File: src/rtl/pipe_ctrl_pkg.sv
// rtl/pipe_ctrl_pkg.sv - shared types and constants for the pipeline hazard controller.
package pipe_ctrl_pkg;

  typedef enum logic [1:0] {
    RUN      = 2'd0,
    MEM_WAIT = 2'd1,
    ERR      = 2'd2
  } state_e;

  localparam int REG_ZERO = 0;

endpackage

File: src/rtl/pipe_hazard_ctrl_if.sv
// rtl/pipe_hazard_ctrl_if.sv - hazard inputs and stage-control outputs between pipeline and controller.
interface pipe_hazard_ctrl_if #(
  parameter int REG_ADDR_W = 5,
  parameter int CNT_W      = 32
);
  logic [REG_ADDR_W-1:0] id_rs;
  logic [REG_ADDR_W-1:0] id_rt;
  logic                  idex_mem_read;
  logic [REG_ADDR_W-1:0] idex_rt;
  logic                  exmem_branch;
  logic                  exmem_zero;
  logic                  dmem_req;
  logic                  dmem_ready;

  logic                  en_pc;
  logic                  en_ifid;
  logic                  en_idex;
  logic                  en_exmem;
  logic                  en_memwb;
  logic                  flush_ifid;
  logic                  flush_idex;
  logic                  flush_exmem;
  logic                  flush_memwb;
  logic                  pc_sel_branch;
  logic                  mem_timeout;
  logic [CNT_W-1:0]      stall_cnt;
  logic [CNT_W-1:0]      flush_cnt;
  logic [CNT_W-1:0]      wait_cnt_total;

  modport master (
    output id_rs, id_rt, idex_mem_read, idex_rt, exmem_branch, exmem_zero, dmem_req, dmem_ready,
    input  en_pc, en_ifid, en_idex, en_exmem, en_memwb,
    input  flush_ifid, flush_idex, flush_exmem, flush_memwb,
    input  pc_sel_branch, mem_timeout, stall_cnt, flush_cnt, wait_cnt_total
  );

  modport slave (
    input  id_rs, id_rt, idex_mem_read, idex_rt, exmem_branch, exmem_zero, dmem_req, dmem_ready,
    output en_pc, en_ifid, en_idex, en_exmem, en_memwb,
    output flush_ifid, flush_idex, flush_exmem, flush_memwb,
    output pc_sel_branch, mem_timeout, stall_cnt, flush_cnt, wait_cnt_total
  );
endinterface

File: src/rtl/pipe_hazard_ctrl_sat_counter.sv
// rtl/pipe_hazard_ctrl_sat_counter.sv - saturating event counter, cleared by synchronous reset.
module sat_counter #(
  parameter int W = 32
) (
  input  logic         clk,
  input  logic         rst,
  input  logic         inc_i,
  output logic [W-1:0] cnt_o
);

  logic [W-1:0] cnt_q;
  logic [W-1:0] cnt_d;

  always_comb begin
    cnt_d = cnt_q;
    if (inc_i && (cnt_q != {W{1'b1}})) begin
      cnt_d = cnt_q + W'(1);
    end
  end

  always_ff @(posedge clk) begin
    if (rst) begin
      cnt_q <= '0;
    end else begin
      cnt_q <= cnt_d;
    end
  end

  assign cnt_o = cnt_q;

endmodule

File: src/rtl/pipe_hazard_ctrl.sv
// rtl/pipe_hazard_ctrl.sv - stall/flush sequencer for the 5-stage pipeline with dmem watchdog.
// Perf counters are built only when HAZARD_PERF_CNT_EN is defined; otherwise the count ports read 0.
module pipe_hazard_ctrl
  import pipe_ctrl_pkg::*;
#(
  parameter int MAX_WAIT   = 16,
  parameter int REG_ADDR_W = 5,
  parameter int CNT_W      = 32
) (
  input  logic               clk,
  input  logic               rst,
  pipe_hazard_ctrl_if.slave  bus
);

  localparam int WAIT_W = $clog2(MAX_WAIT);
  localparam logic [WAIT_W-1:0] WAIT_LAST = WAIT_W'(MAX_WAIT - 1);

  state_e              state_q, state_d;
  logic [WAIT_W-1:0]   wait_cnt_q, wait_cnt_d;

  logic                mem_freeze;
  logic                branch_taken;
  logic                load_use;
  // en = {pc, ifid, idex, exmem, memwb}; flush = {ifid, idex, exmem, memwb}
  logic [4:0]          en;
  logic [3:0]          flush;
  logic                pc_sel;

  assign mem_freeze   = bus.dmem_req & ~bus.dmem_ready;
  assign branch_taken = bus.exmem_branch & bus.exmem_zero;
  assign load_use     = bus.idex_mem_read
                      & (bus.idex_rt != REG_ADDR_W'(REG_ZERO))
                      & ((bus.idex_rt == bus.id_rs) | (bus.idex_rt == bus.id_rt));

  always_ff @(posedge clk) begin
    if (rst) begin
      state_q    <= RUN;
      wait_cnt_q <= '0;
    end else begin
      state_q    <= state_d;
      wait_cnt_q <= wait_cnt_d;
    end
  end

  always_comb begin
    state_d    = state_q;
    wait_cnt_d = wait_cnt_q;
    en         = '0;
    flush      = '0;
    pc_sel     = 1'b0;
    if (rst) begin
      flush = 4'b1111;
    end else if (state_q == ERR) begin
      en    = '0;
    end else if (mem_freeze) begin
      // Hold the front of the pipe and let a bubble drain into WB.
      en    = 5'b00001;
      flush = 4'b0001;
      if ((state_q == MEM_WAIT) && (wait_cnt_q == WAIT_LAST)) begin
        state_d = ERR;
      end else begin
        state_d    = MEM_WAIT;
        wait_cnt_d = wait_cnt_q + WAIT_W'(1);
      end
    end else begin
      state_d    = RUN;
      wait_cnt_d = '0;
      en         = 5'b11111;
      if (branch_taken) begin
        flush  = 4'b1110;
        pc_sel = 1'b1;
      end else if (load_use) begin
        en    = 5'b00111;
        flush = 4'b0100;
      end
    end
  end

  assign {bus.en_pc, bus.en_ifid, bus.en_idex, bus.en_exmem, bus.en_memwb} = en;
  assign {bus.flush_ifid, bus.flush_idex, bus.flush_exmem, bus.flush_memwb} = flush;
  assign bus.pc_sel_branch = pc_sel;
  assign bus.mem_timeout   = (state_q == ERR) & ~rst;

`ifdef HAZARD_PERF_CNT_EN
  logic [CNT_W-1:0] stall_cnt;
  logic [CNT_W-1:0] flush_cnt;
  logic [CNT_W-1:0] wait_total;

  // Events are recovered from the decoded controls so each matches exactly one priority branch.
  sat_counter #(.W(CNT_W)) u_stall_cnt (
    .clk   (clk),
    .rst   (rst),
    .inc_i (flush == 4'b0100),
    .cnt_o (stall_cnt)
  );

  sat_counter #(.W(CNT_W)) u_flush_cnt (
    .clk   (clk),
    .rst   (rst),
    .inc_i (pc_sel),
    .cnt_o (flush_cnt)
  );

  sat_counter #(.W(CNT_W)) u_wait_cnt (
    .clk   (clk),
    .rst   (rst),
    .inc_i ((flush == 4'b0001) && (en == 5'b00001)),
    .cnt_o (wait_total)
  );

  assign bus.stall_cnt      = stall_cnt;
  assign bus.flush_cnt      = flush_cnt;
  assign bus.wait_cnt_total = wait_total;
`else
  assign bus.stall_cnt      = {CNT_W{1'b0}};
  assign bus.flush_cnt      = {CNT_W{1'b0}};
  assign bus.wait_cnt_total = {CNT_W{1'b0}};
`endif

endmodule

File: src/flat_wrapper.sv
// flat-port wrapper written by rule: the top's interface ports become plain ports
module pipe_hazard_ctrl_flat import pipe_ctrl_pkg::*;
#(
  parameter int MAX_WAIT   = 16,
  parameter int REG_ADDR_W = 5,
  parameter int CNT_W      = 32
)
  (clk, rst, bus_id_rs, bus_id_rt, bus_idex_mem_read, bus_idex_rt, bus_exmem_branch, bus_exmem_zero, bus_dmem_req, bus_dmem_ready, bus_en_pc, bus_en_ifid, bus_en_idex, bus_en_exmem, bus_en_memwb, bus_flush_ifid, bus_flush_idex, bus_flush_exmem, bus_flush_memwb, bus_pc_sel_branch, bus_mem_timeout, bus_stall_cnt, bus_flush_cnt, bus_wait_cnt_total);
  pipe_hazard_ctrl_if #(.REG_ADDR_W(REG_ADDR_W), .CNT_W(CNT_W)) bus_i ();
  input  logic clk;
  input  logic rst;
  input wire logic [$bits(bus_i.id_rs)-1:0] bus_id_rs;
  input wire logic [$bits(bus_i.id_rt)-1:0] bus_id_rt;
  input wire logic [$bits(bus_i.idex_mem_read)-1:0] bus_idex_mem_read;
  input wire logic [$bits(bus_i.idex_rt)-1:0] bus_idex_rt;
  input wire logic [$bits(bus_i.exmem_branch)-1:0] bus_exmem_branch;
  input wire logic [$bits(bus_i.exmem_zero)-1:0] bus_exmem_zero;
  input wire logic [$bits(bus_i.dmem_req)-1:0] bus_dmem_req;
  input wire logic [$bits(bus_i.dmem_ready)-1:0] bus_dmem_ready;
  output wire logic [$bits(bus_i.en_pc)-1:0] bus_en_pc;
  output wire logic [$bits(bus_i.en_ifid)-1:0] bus_en_ifid;
  output wire logic [$bits(bus_i.en_idex)-1:0] bus_en_idex;
  output wire logic [$bits(bus_i.en_exmem)-1:0] bus_en_exmem;
  output wire logic [$bits(bus_i.en_memwb)-1:0] bus_en_memwb;
  output wire logic [$bits(bus_i.flush_ifid)-1:0] bus_flush_ifid;
  output wire logic [$bits(bus_i.flush_idex)-1:0] bus_flush_idex;
  output wire logic [$bits(bus_i.flush_exmem)-1:0] bus_flush_exmem;
  output wire logic [$bits(bus_i.flush_memwb)-1:0] bus_flush_memwb;
  output wire logic [$bits(bus_i.pc_sel_branch)-1:0] bus_pc_sel_branch;
  output wire logic [$bits(bus_i.mem_timeout)-1:0] bus_mem_timeout;
  output wire logic [$bits(bus_i.stall_cnt)-1:0] bus_stall_cnt;
  output wire logic [$bits(bus_i.flush_cnt)-1:0] bus_flush_cnt;
  output wire logic [$bits(bus_i.wait_cnt_total)-1:0] bus_wait_cnt_total;
  assign bus_i.id_rs = bus_id_rs;
  assign bus_i.id_rt = bus_id_rt;
  assign bus_i.idex_mem_read = bus_idex_mem_read;
  assign bus_i.idex_rt = bus_idex_rt;
  assign bus_i.exmem_branch = bus_exmem_branch;
  assign bus_i.exmem_zero = bus_exmem_zero;
  assign bus_i.dmem_req = bus_dmem_req;
  assign bus_i.dmem_ready = bus_dmem_ready;
  assign bus_en_pc = bus_i.en_pc;
  assign bus_en_ifid = bus_i.en_ifid;
  assign bus_en_idex = bus_i.en_idex;
  assign bus_en_exmem = bus_i.en_exmem;
  assign bus_en_memwb = bus_i.en_memwb;
  assign bus_flush_ifid = bus_i.flush_ifid;
  assign bus_flush_idex = bus_i.flush_idex;
  assign bus_flush_exmem = bus_i.flush_exmem;
  assign bus_flush_memwb = bus_i.flush_memwb;
  assign bus_pc_sel_branch = bus_i.pc_sel_branch;
  assign bus_mem_timeout = bus_i.mem_timeout;
  assign bus_stall_cnt = bus_i.stall_cnt;
  assign bus_flush_cnt = bus_i.flush_cnt;
  assign bus_wait_cnt_total = bus_i.wait_cnt_total;
  pipe_hazard_ctrl #(.MAX_WAIT(MAX_WAIT), .REG_ADDR_W(REG_ADDR_W), .CNT_W(CNT_W)) u_core (.clk(clk), .rst(rst), .bus(bus_i));
endmodule
File: config.mk
export PLATFORM = sky130hd
export DESIGN_NAME = pipe_hazard_ctrl_flat
export DESIGN_NICKNAME = d
export VERILOG_FILES = /design/src/rtl/pipe_ctrl_pkg.sv /design/src/rtl/pipe_hazard_ctrl_if.sv /design/src/rtl/pipe_hazard_ctrl_sat_counter.sv /design/src/rtl/pipe_hazard_ctrl.sv /design/src/flat_wrapper.sv
export SDC_FILE = /design/constraint.sdc
export NUM_CORES = 1
export LEC_CHECK = 0
export ABC_AREA = 1
export CAP_MARGIN = 20
export CORE_MARGIN = 5
export CORE_UTILIZATION = 33
export CTS_BUF_LIST = sky130_fd_sc_hd__clkbuf_2 sky130_fd_sc_hd__clkbuf_4 sky130_fd_sc_hd__clkbuf_8
export CTS_CLUSTER_SIZE = 20
export DETAILED_ROUTE_END_ITERATION = 10
export PLACE_DENSITY = 0.93
export SLEW_MARGIN = 15
export SYNTH_ARGS = -nofsm -noshare
export SYNTH_HDL_FRONTEND = slang
export SYNTH_SLANG_ARGS = --single-unit
File: constraint.sdc
create_clock -name clk -period 1.7 [get_ports clk]
set_input_delay 0.255 -clock clk [delete_from_list [all_inputs] [get_ports clk]]
set_output_delay 0.255 -clock clk [all_outputs]
set_load 0.02 [all_outputs]
Word level (Yosys, flattened, before mapping)

Index checks and enable logic that the tools add are counted.

Bits in registers: 6
Bits in latches: 0
RAM bits: 0
Memory bits (read-only): 0
Output and inout bits: 107
Word-level logic and storage cells: 39
Memories: 0

Add/subtract/negate cells: 1
Multiply operators: 0
Div/mod/pow operators: 0
$lt $le $gt $ge: 0
Equal/unequal tests: 6
Shifts and indexed selects: 0
Multiplexer cells: 18
Bitwise gates (word level): 9
Reduce and logical (&&, ||, !) cells: 3

Operators by type and width:

| kind                  | number |
|---|---|
| $mux W5               | 5 |
| $mux W4               | 6 |
| $eq A5 B5 Y1          | 2 |
| $and A1 B1 Y1         | 5 |
| $reduce_bool A5 Y1    | 1 |
| $add A4 B1 Y4 const B | 1 |
| $eq A4 B4 Y1 const B  | 1 |
| $mux W1               | 4 |
| $mux W2               | 2 |
| $mux W3               | 1 |
| $not A1 Y1            | 3 |
| $eq A2 B1 Y1 const B  | 1 |
| $eq A2 B2 Y1 const B  | 1 |
| $ne A2 B2 Y1 const B  | 1 |
| $reduce_and A2 Y1     | 1 |
| $logic_and A1 B1 Y1   | 1 |
| $or A1 B1 Y1          | 1 |

Depth between registers and ports, before layout

Gate-level depths: netlist of the first run.

Word-level depth: 8
Gate-level depth with buffers: 10
Mapped depth without buffers: 10

Worst setup path before layout of the first run

Ideal clock, no wire load.

Path type: register to output
Start: reg u_core.state_q[0]
End: out bus_en_pc
Data arrival time: 1.405 ns
Data required time: 1.445 ns
Path slack: 0.040 ns
Cell stages (with the launch flop): 8
Path buffers: 1
Path through: dfxtp_1 nor2_4 inv_2 nand2_2 nor2_1 nand2_1 nand2_1 buf_4

Cells in the longest elaborated chain, start to end: 3

Ends and longest elaborated chain:

| element                | RTL line               | source |
|---|---|---|
| from (decl)            | pipe_hazard_ctrl.sv:18 | `state_e state_q, state_d;` |
| from (signal assigned) | pipe_hazard_ctrl.sv:40 | `state_q <= state_d;` |
| $eq A2 B2 Y1           | pipe_hazard_ctrl.sv:53 | `end else if (state_q == ERR) begin` |
| $mux W5                | pipe_hazard_ctrl.sv:53 |  |
| $mux W5                | pipe_hazard_ctrl.sv:51 | `if (rst) begin` |
| to (decl)              | flat_wrapper.sv:20     | `output wire logic [$bits(bus_i.en_pc)-1:0] bus_en_pc;` |

Every way passes these cells.

Worst setup path after layout of the first run

Start: in rst
End: out bus_en_memwb

Cells in the longest elaborated chain, start to end: 1

Ends and longest elaborated chain:

| element     | RTL line               | source |
|---|---|---|
| from (decl) | flat_wrapper.sv:11     | `input logic rst;` |
| $mux W5     | pipe_hazard_ctrl.sv:51 |  |
| to (decl)   | flat_wrapper.sv:24     | `output wire logic [$bits(bus_i.en_memwb)-1:0] bus_en_memwb;` |

Every way passes these cells.

==> impl_metrics.env, run 1 <==
export IMPL_synth_lib_cells_used_distinct=17
export IMPL_number_of_buffers_created_by_cts=3
export IMPL_cp_end_kind="output port"
export IMPL_proportion_of_netlist_area_held_by_the_largest_area_contributor=0.5636
export IMPL_synth_top_family_by_area="buffers and inverters"
export IMPL_yosysWarnings=0
export IMPL_hold_class="flip-flop to flip-flop"
export IMPL_synth_area_leader_cell="sky130_fd_sc_hd__buf_4"
export IMPL_number_of_flops_mapped_to_enable_cells_by_yosys=0
export IMPL_antenna_cells=0
export IMPL_timing_reg2reg_worst_path_depth=8
export IMPL_routed_via_density=3.389
export IMPL_crit_fanout=3
export IMPL_crit_required_ns=1.44
export IMPL_fin_total_pwr_w=0.0007293
export IMPL_flow_area_growth_from_synthesis_pct=7.780
export IMPL_drc=0
export IMPL_antenna_found_initial=0
export IMPL_first_pass_grt_wire_length_mm=3.650
export IMPL_postSynth_topFlopCell="sky130_fd_sc_hd__dfxtp_1"
export IMPL_stdcell_count=296
export IMPL_die_height_um=73.22
export IMPL_fill_cells=440
export IMPL_power_ir_vdd_worst_uv=140.6
export IMPL_place_congestion=0.8079
export IMPL_route_final_wire_length_mm=2.612
export IMPL_critical_path_max_stage_delay_ns=0.48
export IMPL_run_status="complete, no violations"
export IMPL_crit_arrival_ns=1.38
export IMPL_synthMostInstantiatedCell="sky130_fd_sc_hd__buf_4"
export IMPL_cts_root_buf="sky130_fd_sc_hd__clkbuf_8"
export IMPL_critPathLaunchType="input pin"
export IMPL_io_pins=129
export IMPL_worst_path_max_delay_cell="sky130_fd_sc_hd__clkdlybuf4s50_1"
export IMPL_flops_latches_synth=6
export IMPL_synth_xor_xnor_area_share=0.02657
export IMPL_route_vias_total=1003
export IMPL_post_drt_wl_per_cell_um=8.824
export IMPL_power_leakage_nw=0.9179
export IMPL_maxUsedRoutingLayer="met4"
export IMPL_clk_transition_reported_paths_ns=0.03
export IMPL_cts_path_max_buffers=2
export IMPL_grt_use_total=0.08649
export IMPL_post_synth_mux_area_share=0
export IMPL_post_synth_instance_area_um2=1319
export IMPL_hold_depth=2
export IMPL_cts_htree_levels=1
export IMPL_cap_violations=0
export IMPL_layout_area_seq_um2=120.1
export IMPL_finalNetCount=271
export IMPL_numClockSinks=6
export IMPL_cts_tree="yes"
export IMPL_maximum_number_of_pins_on_one_net_before_global_route_repair=5
export IMPL_die_footprint_um2=5360
export IMPL_numPlacedInstances=291
export IMPL_synth_compound_gate_area_share=0.01139
export IMPL_final_min_clock_period_ns=1.637
export IMPL_grt_overflow=0
export IMPL_holdBufCountCts=0
export IMPL_placementRows=23
export IMPL_clock_latency_ns=0.22
export IMPL_cp_num_cells=4
export IMPL_report_final_hold_viol_count=0
export IMPL_final_max_slew_violation_count=0
export IMPL_period_share=0.9631
export IMPL_synth_simple_gate_area_frac=0.2239
export IMPL_worstPathCellList="clkdlybuf4s50_1, buf_4, nor2_1, clkdlybuf4s15_1"
export IMPL_ys_seq_area_frac=0.09108
export IMPL_setup_worst_path_class="input pin to output port"
export IMPL_grt_pass1_vias=912
export IMPL_floorplan_core_area_um2=3943
export IMPL_setup_viol=0
export IMPL_worstPathBufferInverterCount=3
export IMPL_wl_met1_um=757
export IMPL_detailroute_wirelength_met3_um=333
export IMPL_critPathTopFamily="buffers and inverters"
export IMPL_port_buffers=32
export IMPL_synth_common_cells="sky130_fd_sc_hd__buf_4, sky130_fd_sc_hd__nand2_1, sky130_fd_sc_hd__inv_1"
export IMPL_synth_area_leaders="sky130_fd_sc_hd__buf_4, sky130_fd_sc_hd__nand2_1, sky130_fd_sc_hd__dfxtp_1, sky130_fd_sc_hd__inv_1, sky130_fd_sc_hd__nor2_1"
export IMPL_multi_input_comb_area_um2=745.7
export IMPL_power_density_nw_per_um2=513.1
export IMPL_dieWidth_um=73.22
export IMPL_met2WireLength_mm=1.454
export IMPL_dp_hpwl_mm=2.348
export IMPL_clock_skew_after_layout_ns=0.0005002
export IMPL_layout_drive_gt1_share=0.1707
export IMPL_max_clock_freq_mhz=610.8
export IMPL_synth_async_sr_flop_share=0
export IMPL_number_of_violations_reported_at_the_end_of_detailed_routing_iteration_0=61
export IMPL_post_synth_inst_count=206
export IMPL_initial_utilization=0.3345
export IMPL_drt_pass1_iter_count=4
export IMPL_synthesized_area_per_cell_um2=6.402
export IMPL_ant_nets=0
export IMPL_synth_adder_area_share=0.009488
## report_power, final
group / total, W / switching [W] / internal (W) / leakage (nW)
Combinational: 0.000376 / 0.000287 / 0.0000891 / 0.848
Clock: 0.000206 / 0.0000548 / 0.000152 / 0.0216
Sequential: 0.000147 / 0.00000255 / 0.000145 / 0.0487
## cell usage in the layout (no fill, tap or decap)
cell                               n
sky130_fd_sc_hd__dfxtp_1           6
sky130_fd_sc_hd__xor2_1            2
sky130_fd_sc_hd__dlygate4sd2_1    13
sky130_fd_sc_hd__inv_1            19
sky130_fd_sc_hd__nand2_2           8
sky130_fd_sc_hd__dlymetal6s2s_1    3
sky130_fd_sc_hd__buf_2             5
sky130_fd_sc_hd__conb_1           96
sky130_fd_sc_hd__nor2_4            4
sky130_fd_sc_hd__o21ai_1           1
sky130_fd_sc_hd__inv_2             6
sky130_fd_sc_hd__xnor2_1           2
sky130_fd_sc_hd__nand3_1           4
sky130_fd_sc_hd__ha_1              1
sky130_fd_sc_hd__buf_6             3
sky130_fd_sc_hd__clkdlybuf4s50_1   7
sky130_fd_sc_hd__o21ai_0           2
sky130_fd_sc_hd__nand4_1           1
sky130_fd_sc_hd__clkdlybuf4s15_1   1
sky130_fd_sc_hd__clkbuf_8          3
sky130_fd_sc_hd__nand3_2           1
sky130_fd_sc_hd__buf_4             9
sky130_fd_sc_hd__nand2_1          36
sky130_fd_sc_hd__nor2_1           10
sky130_fd_sc_hd__nor2_2            3
## layout make-up
cell class / count / share of cell area
Multi-Input combinational cell: 171 / 0.5246
Inverter: 25 / 0.06602
Timing Repair Buffer: 41 / 0.2518
Tap cell: 50 / 0.04401
Sequential cell: 6 / 0.08451
Clock buffer: 3 / 0.02905
## path summary, 6_finish.rpt
kind | slack (ns) | endpoint | from
setup / recovery | 0.06 | bus_en_memwb | rst
hold / removal | 0.46 | u_core.wait_cnt_q[1]$_SDFFE_PP0P_ | u_core.wait_cnt_q[1]$_SDFFE_PP0P_
setup reg to reg | 0.43 | u_core.wait_cnt_q[3]$_SDFFE_PP0P_ | u_core.wait_cnt_q[0]$_SDFFE_PP0P_
hold reg to reg | 0.46 | u_core.wait_cnt_q[1]$_SDFFE_PP0P_ | u_core.wait_cnt_q[1]$_SDFFE_PP0P_
## state kept, by name (all words and copies together) (netlist names)
| name | flops |
|---|---|
| u_core.wait_cnt_q | 4 |
| u_core.state_q | 2 |
## layer usage
layer  track usage  vias to the layer above
met3       0.01653                        6
met2        0.1609                       71
met4       0.06148                        0
met1       0.08374                      433
met5             0                        -
li1              -                      493
## what timing repair did
action                     4_1_cts  5_1_grt
gates cloned                     0        0
resized for setup               54       14
pin swaps                        8        9
setup buffers                    1        1
setup endpoints to repair       11        5
hold endpoints to repair         0        0
## worst min-delay path, stage by stage (launching register included)
cell	delay, ns
sky130_fd_sc_hd__dfxtp_1	0.31
sky130_fd_sc_hd__nand2_1	0.06
sky130_fd_sc_hd__nand2_1	0.04
## metrics by stage
stage	worst slack (ns)	hold slack, ns	TNS [ns]	area, um2	utilization
after global routing	-0.04462	0.5050	-0.08941	1421	0.3605
after detailed placement	-0.5507	0.4608	-4.100	1368	0.3469
after CTS	-0.04490	0.4657	-0.05856	1388	0.3520
final	0.06277	0.4635	0	1421	0.3605
after global placement	-0.5102	0.4532	-3.913	1368	0.3469
after floorplan	0.03964	0.3308	0	1675	-
## cell families after synthesis
kind of cell             Yosys count
other                              1
buffers and inverters            124
AO/OA/AOI/OAI                      3
XOR/XNOR                           4
AND/OR/NAND/NOR                   67
adder cells (fa/ha/maj)            1
flip-flops                         6
No activity file was read; power rests on OpenSTA's default activity.
==> run 2, diff against run 1 <==
--- a/config.mk
+++ b/config.mk
@@ -10,6 +10,7 @@
 export CORE_MARGIN = 5
 export CORE_UTILIZATION = 33
 export CTS_BUF_LIST = sky130_fd_sc_hd__clkbuf_2 sky130_fd_sc_hd__clkbuf_4 sky130_fd_sc_hd__clkbuf_8
+export CTS_CLUSTER_DIAMETER = 40
 export CTS_CLUSTER_SIZE = 20
 export DETAILED_ROUTE_END_ITERATION = 10
 export PLACE_DENSITY = 0.93
==> results of run 2 <==
The final DEF is identical to that of run 1; final timing and power are the same.
